==> config.mk <==
export PLATFORM = sky130hd
export DESIGN_NAME = fetch_unit
export DESIGN_NICKNAME = d
export VERILOG_FILES = /design/src/rtl/fetch_pkg.sv /design/src/rtl/fetch_inst_buf.sv /design/src/rtl/fetch_unit.sv
export SDC_FILE = /design/constraint.sdc
export NUM_CORES = 1
export LEC_CHECK = 0
export BUFFER_PORTS_ARGS = -buffer_cell sky130_fd_sc_hd__buf_2
export CORE_MARGIN = 3
export CORE_UTILIZATION = 52
export CTS_CLUSTER_DIAMETER = 30
export CTS_CLUSTER_SIZE = 28
export DETAILED_ROUTE_END_ITERATION = 16
export PLACE_DENSITY = 0.85
export SKIP_LAST_GASP = 1
export SYNTH_ARGS = -nofsm -noshare
export SYNTH_HDL_FRONTEND = slang
export SYNTH_SLANG_ARGS = --single-unit
==> constraint.sdc <==
create_clock -name clk -period 8.9 [get_ports clk]
set_input_delay 1.78 -clock clk [delete_from_list [all_inputs] [get_ports clk]]
set_output_delay 1.78 -clock clk [all_outputs]
set_load 0.02 [all_outputs]
==> src/rtl/fetch_pkg.sv <==
// fetch_pkg: shared state encoding and constants for the TinyRV1 fetch unit.
package fetch_pkg;
    typedef enum logic [1:0] {S_REQ, S_WAIT, S_HOLD} fetch_state_t;
    localparam logic [31:0] PC_INCR      = 32'd4;
    localparam logic [31:0] RESET_VECTOR = 32'h0000_0000;
endpackage

==> src/rtl/fetch_inst_buf.sv <==
// fetch_inst_buf: one-entry {inst, pc} holding register; clear wins over load.
module fetch_inst_buf
    import fetch_pkg::*;
#(
    parameter int p_addr_nbits = 32
) (
    input  logic                    clk,
    input  logic                    rst,
    input  logic                    load,
    input  logic                    clear,
    input  logic [31:0]             data,
    input  logic [p_addr_nbits-1:0] pc,
    output logic [31:0]             inst,
    output logic [p_addr_nbits-1:0] inst_pc
);
    always_ff @(posedge clk or posedge rst) begin
        if (rst) begin
            inst    <= '0;
            inst_pc <= '0;
        end else if (clear) begin
            inst    <= '0;
            inst_pc <= '0;
        end else if (load) begin
            inst    <= data;
            inst_pc <= pc;
        end
    end
endmodule

==> src/rtl/fetch_unit.sv <==
// fetch_unit: TinyRV1 fetch front end with one outstanding imem request and a one-entry buffer.
// Define FETCH_PERF_CNT_EN to add perf_fetch_cnt / perf_drop_cnt counters.
module fetch_unit
    import fetch_pkg::*;
#(
    parameter int                      p_addr_nbits = 32,
    parameter logic [p_addr_nbits-1:0] p_reset_addr = p_addr_nbits'(RESET_VECTOR)
) (
    input  logic                    clk,
    input  logic                    rst,
    input  logic                    redirect_val,
    input  logic [p_addr_nbits-1:0] redirect_target,
    output logic                    imemreq_val,
    input  logic                    imemreq_rdy,
    output logic [p_addr_nbits-1:0] imemreq_addr,
    input  logic                    imemresp_val,
    input  logic [31:0]             imemresp_data,
    output logic                    inst_val,
    input  logic                    inst_rdy,
    output logic [31:0]             inst,
`ifdef FETCH_PERF_CNT_EN
    output logic [p_addr_nbits-1:0] inst_pc,
    output logic [31:0]             perf_fetch_cnt,
    output logic [31:0]             perf_drop_cnt
`else
    output logic [p_addr_nbits-1:0] inst_pc
`endif
);
    fetch_state_t            state;
    logic [p_addr_nbits-1:0] pc;
    logic                    drop;
    logic                    resp;
    logic                    load;
    logic                    clear;

    assign imemreq_val  = state == S_REQ && !redirect_val && !rst;
    assign imemreq_addr = pc;
    assign inst_val     = state == S_HOLD;
    assign resp         = state == S_WAIT && imemresp_val;
    assign load         = resp && !drop && !redirect_val;
    assign clear        = state == S_HOLD && redirect_val;

    fetch_inst_buf #(.p_addr_nbits(p_addr_nbits)) u_buf (
        .clk     (clk),
        .rst     (rst),
        .load    (load),
        .clear   (clear),
        .data    (imemresp_data),
        .pc      (pc),
        .inst    (inst),
        .inst_pc (inst_pc)
    );

    // A redirect in S_WAIT without a response leaves one stale response in flight to drop.
    always_ff @(posedge clk or posedge rst) begin
        if (rst) begin
            pc    <= p_reset_addr;
            state <= S_REQ;
            drop  <= 1'b0;
        end else if (redirect_val) begin
            pc    <= redirect_target;
            drop  <= state == S_WAIT && !imemresp_val;
            state <= (state == S_WAIT && !imemresp_val) ? S_WAIT : S_REQ;
        end else begin
            case (state)
                S_REQ:  if (imemreq_rdy) state <= S_WAIT;
                S_WAIT: if (imemresp_val) begin
                    drop  <= 1'b0;
                    state <= drop ? S_REQ : S_HOLD;
                    if (!drop) pc <= pc + p_addr_nbits'(PC_INCR);
                end
                S_HOLD: if (inst_rdy) state <= S_REQ;
                default: state <= S_REQ;
            endcase
        end
    end

`ifdef FETCH_PERF_CNT_EN
    always_ff @(posedge clk or posedge rst) begin
        if (rst) begin
            perf_fetch_cnt <= '0;
            perf_drop_cnt  <= '0;
        end else begin
            perf_fetch_cnt <= perf_fetch_cnt + 32'(inst_val && inst_rdy && !redirect_val);
            perf_drop_cnt  <= perf_drop_cnt + 32'((resp && (drop || redirect_val)) || clear);
        end
    end
`endif
endmodule

# Word level (Yosys, flattened, before mapping)
# Cells that the tools add are included.
# Widths: inputs -> output; s select.
op_classes:
  reduce_logical: 18
  muxes: 18
  eq_ne: 6
  add_sub_neg: 1
op_table:
  columns: ["op", "n"]
  rows:
  - ["$mux 32", 8]
  - ["$add 32x3->32 const B", 1]
  - ["$mux 2", 5]
  - ["$logic_and 1x1->1", 7]
  - ["$ne 3x3->1 const B", 2]
  - ["$pmux 2 s3", 1]
  - ["$reduce_and 3->1", 2]
  - ["$reduce_bool 2->1", 3]
  - ["$logic_not 1->1", 4]
  - ["$mux 1", 4]
  - ["$ne 3x2->1 const B", 1]
  - ["$eq 2x1->1 const B", 1]
  - ["$eq 2x2->1 const B", 1]
  - ["$logic_not 2->1", 1]
  - ["$ne 2x2->1 const B", 1]
  - ["$reduce_and 2->1", 1]
totals:
  inputBits: 70
  ff_bits: 99

# Logic depth before layout (Yosys ltp)
logic_depth:
  word_depth: 6
  mapped_depth: 6
  mapped_depth_nobuf: 5

# Modules after synthesis
# From an unflattened synthesis, not the netlist that was laid out.
hier_totals:
  cells_unflattened: 433
  area_unflattened_um2: 4619.4
by_module_without_submodules:
  columns: ["module", "cells_per_inst", "area_each_um2", "n_inst"]
  rows:
  - ["fetch_inst_buf", 207, 2621.3, 1]
  - ["fetch_unit", 226, 1998.2, 1]

# Least setup slack after synthesis
# Ideal clock, no wire load.
synth_timing:
  path_type: "input port to output port"
  startpoint: "input port redirect_val"
  endpoint: "output port imemreq_val"
  arrival_time_ns: 2.914
  stages: 3
  required_ns: 7.120
  setup_slack_ns: 4.206
  path_cell_list: "buf_1 > buf_1 > nor4_1"
synth_via:
  elab_chain_len: 3
synth_rtl:
  columns: ["element", "line_no", "text"]
  rows:
  - ["from (decl)", "fetch_unit.sv:11", "input logic redirect_val,"]
  - ["$logic_not 1->1", "fetch_unit.sv:36", "assign imemreq_val = state == S_REQ && !redirect_val && !rst;"]
  - ["$logic_and 1x1->1 (2 in series)", "fetch_unit.sv:36", null]
  - ["to (decl)", "fetch_unit.sv:13", "output logic imemreq_val,"]
# No other way between the ends.

# Final worst setup path
# Ends and elaborated chain as after synthesis.

==> results.yml <==
clocking:
  holdBufCountCts: 0
  cts_root_buffer: "clkbuf_8"
  insertion_delay_ps: 360
  clk_pin_slew_worst_paths_ps: 90
  postCtsSetupBuffers: 0
  cts_tree: "done"
  cts_buffers: 9
  clock_sinks: 99
  htreeDepth: 3
  post_cts_resized: 0
  cts_buffer_depth: 2
sta:
  setup-violations-final: 0
  fmax_mhz: 222.5
  timing.hold.ws_ps: 501.6
  fin_tns_setup_ps: 0
  skew_ps: 7.560
  fin_crit_sh: 0.5050
  slew_headroom: 0.4510
  hold_viol: 0
  setup_slack_ps: 4405
  tightest_slew_ps: 823.5
  layout_min_cycle_time_ps: 4495
  slew_viol_final: 0
  rsz0062_at_grt: "no"
synth:
  yosysUniqueCellTypes: 40
  synthFlopType: "dfrtp_1"
  seq_area_frac_synth: 0.5861
  synthArstFlopShare: 1.000
  avgSynthCellArea_um2: 11.94
  netlist_area_um2: 4227
  ys_warn_count: 0
  syn-num-nets: 425
  synth_edf_count: 0
  syn_inst: 354
  synth_seq_cells: 99
power:
  switching_share: 0.3642
  internal-power_mw: 0.9123
  clockPowerShare: 0.210
  vdd_drop_max_uv: 124.0
  p_leak_nw: 2.748
  finalPower_mw: 1.435
  switching_power_mw: 0.5227
  pwr-share-comb: 0.330
  pwr-share-seq: 0.460
  power_density_nw_per_um2: 267.7
global_routing:
  grt_pass1_wl_um: 16000
  grt_max_degree: 68
  track_usage: 0.2228
  grt_pass1_vias: 3237
  antenna_found_initial: 0
  grt_overflow_total: 0
worst_setup_path:
  critical_path.cell_chain: "buf_2 -> buf_4 -> nor4_1 -> buf_2"
  critPathArrivalTime_ps: 2710
  critPathRequiredTime_ps: 7120
  slowest_stage: "nor4_1"
  path_max_fanout: 67
  critPathMaxStageDelay_ps: 320
  start_kind: "input pin"
  crit_type: "in -> out"
  crit_path_end_kind: "output port"
  worst_path_most_repeated_cell: "buf_2"
finish:
  instances_no_fill: 621
  num-nets-final: 585
  multi_input_area_um2: 1672
  drive_above_1_share: 0.3969
  seq_area_um2: 2477
  area.growth.synth_to_final_pct: 26.82
  finish.utilization: 0.6865
  antenna_cells: 0
  design_area_um2: 5360
  fill_cells: 618
route:
  postRouteAntennaNets: 0
  drt-pass1-iter-count: 7
  routed_wl_um: 10470
  wl_per_cell_um: 16.86
  drc: 0
  drt-initial-drc-count: 179
  vias_per_cell: 5.528
  vias: 3433
floorplanning:
  die_area_um2: 9246
  initial_utilization: 0.5413
  fp.dieW_um: 96.16
  row_count: 32
  die_y_um: 96.16
  coreArea_um2: 7807
  io_pins: 168
placed_design:
  portBuffers: 167
  gp_congestion: 0.8647
  place_ws_ps: 4405
  post_dp_cell_area_um2: 5149
  place_inst: 605
  dpl.hpwl_um: 7298
status:
  status: "completed"
flow_run:
  drv_cap: 0
min_path:
  holdCritPathClass: "reg -> reg"
==> kinds of logic after synthesis <==
kind of cell    after synthesis  share of synthesized area
compound gates               99                     0.1770
xor+xnor                     27                    0.05595
fa+ha+maj                     1                   0.002960
buf+inv                      23                    0.02191
flops                        99                     0.5861
mux                           6                    0.01539
simple gates                 99                     0.1406
==> flip-flops by register name (all words and copies together) (netlist names) <==
signal and count:
drop 1, imemreq_addr 32, state 2, u_buf.inst 32
u_buf.inst_pc 32
==> cell type report <==
class | count | area share
clock inverters | 5 | 0.01120
repair buffers | 171 | 0.1615
flip-flops and latches | 99 | 0.4622
inverters | 1 | 0.001167
multi-input cells | 232 | 0.3119
well taps | 102 | 0.02381
clock buffers | 11 | 0.02824
==> layer usage <==
metal  wire length [um]  part of all wire  global-route usage  vias up
met5                  0                 0                   0        -
met4                196             0.019             0.07346        0
met3                588             0.056             0.05160       17
met2               5245              0.50              0.3571      106
met1               4443              0.42              0.2990     1691
li1                   -                 -                   -     1619
==> power groups by stage <==
stage / sequential (mW) / combinational [mW] / clock, mW
6_report: 0.660 / 0.474 / 0.301
3_5_place_dp: 0.665 / 0.480 / 0
3_3_place_gp: 0.661 / 0.471 / 0
2_1_floorplan: 0.813 / 0.144 / 0
5_1_grt: 0.677 / 0.509 / 0.327
4_1_cts: 0.660 / 0.481 / 0.306
==> cells in the mapped netlist (2+ instances only) <==
| cell | instances | share of area |
|---|---|---|
| dfrtp_1 | 99 | 0.59 |
| a22o_1 | 64 | 0.13 |
| nand2_1 | 38 | 0.034 |
| o21ai_0 | 17 | 0.020 |
| xor2_1 | 14 | 0.029 |
| xnor2_1 | 13 | 0.027 |
| clkbuf_1 | 11 | 0.0098 |
| nand3_1 | 10 | 0.012 |
| o21ai_1 | 10 | 0.012 |
| buf_1 | 8 | 0.0071 |
| and3_1 | 7 | 0.010 |
| nand4_1 | 7 | 0.010 |
| nor2_1 | 6 | 0.0053 |
| a21oi_1 | 4 | 0.0047 |
| and4_1 | 4 | 0.0083 |
| mux2_2 | 4 | 0.011 |
| nor3_1 | 4 | 0.0047 |
| nor4_2 | 4 | 0.012 |
| and2_1 | 3 | 0.0044 |
| nor2b_1 | 3 | 0.0044 |
| buf_2 | 2 | 0.0024 |
| mux2i_1 | 2 | 0.0047 |
| nand2b_1 | 2 | 0.0030 |
| nor4b_2 | 2 | 0.0071 |
==> final timing paths <==
path	from	to	slack [ps]	cells past startpoint
setup reg to reg	state[1]	imemreq_addr[23]	6780	5
hold / removal	u_buf.inst[31]	u_buf.inst[31]	500	1
min in group asynchronous	rst	u_buf.inst[10]	1420	2
setup / recovery	redirect_val	imemreq_val	4410	4
hold reg to reg	u_buf.inst[31]	u_buf.inst[31]	500	1
max in group asynchronous	rst	imemreq_addr[30]	6320	3
==> critical path: cells and delay by family <==
family,cells,cell delay (ps)
buffers and inverters,3,600
and+or+nand+nor,1,320
==> cells in the final DEF, fill, tap and decap left out, types with 5 or more instances in the layout <==
| cell type | Yosys | layout |
|---|---|---|
| and3_1 | 7 | 7 |
| o21ai_1 | 10 | 10 |
| buf_2 | 2 | 167 |
| nor2_1 | 6 | 5 |
| nand4_1 | 7 | 7 |
| a22o_1 | 64 | 64 |
| xor2_1 | 14 | 14 |
| xnor2_1 | 13 | 13 |
| nand2_1 | 38 | 38 |
| nand3_1 | 10 | 10 |
| clkbuf_8 | 0 | 11 |
| o21ai_0 | 17 | 17 |
| dfrtp_1 | 99 | 99 |
(Power assumes the default switching activity.)
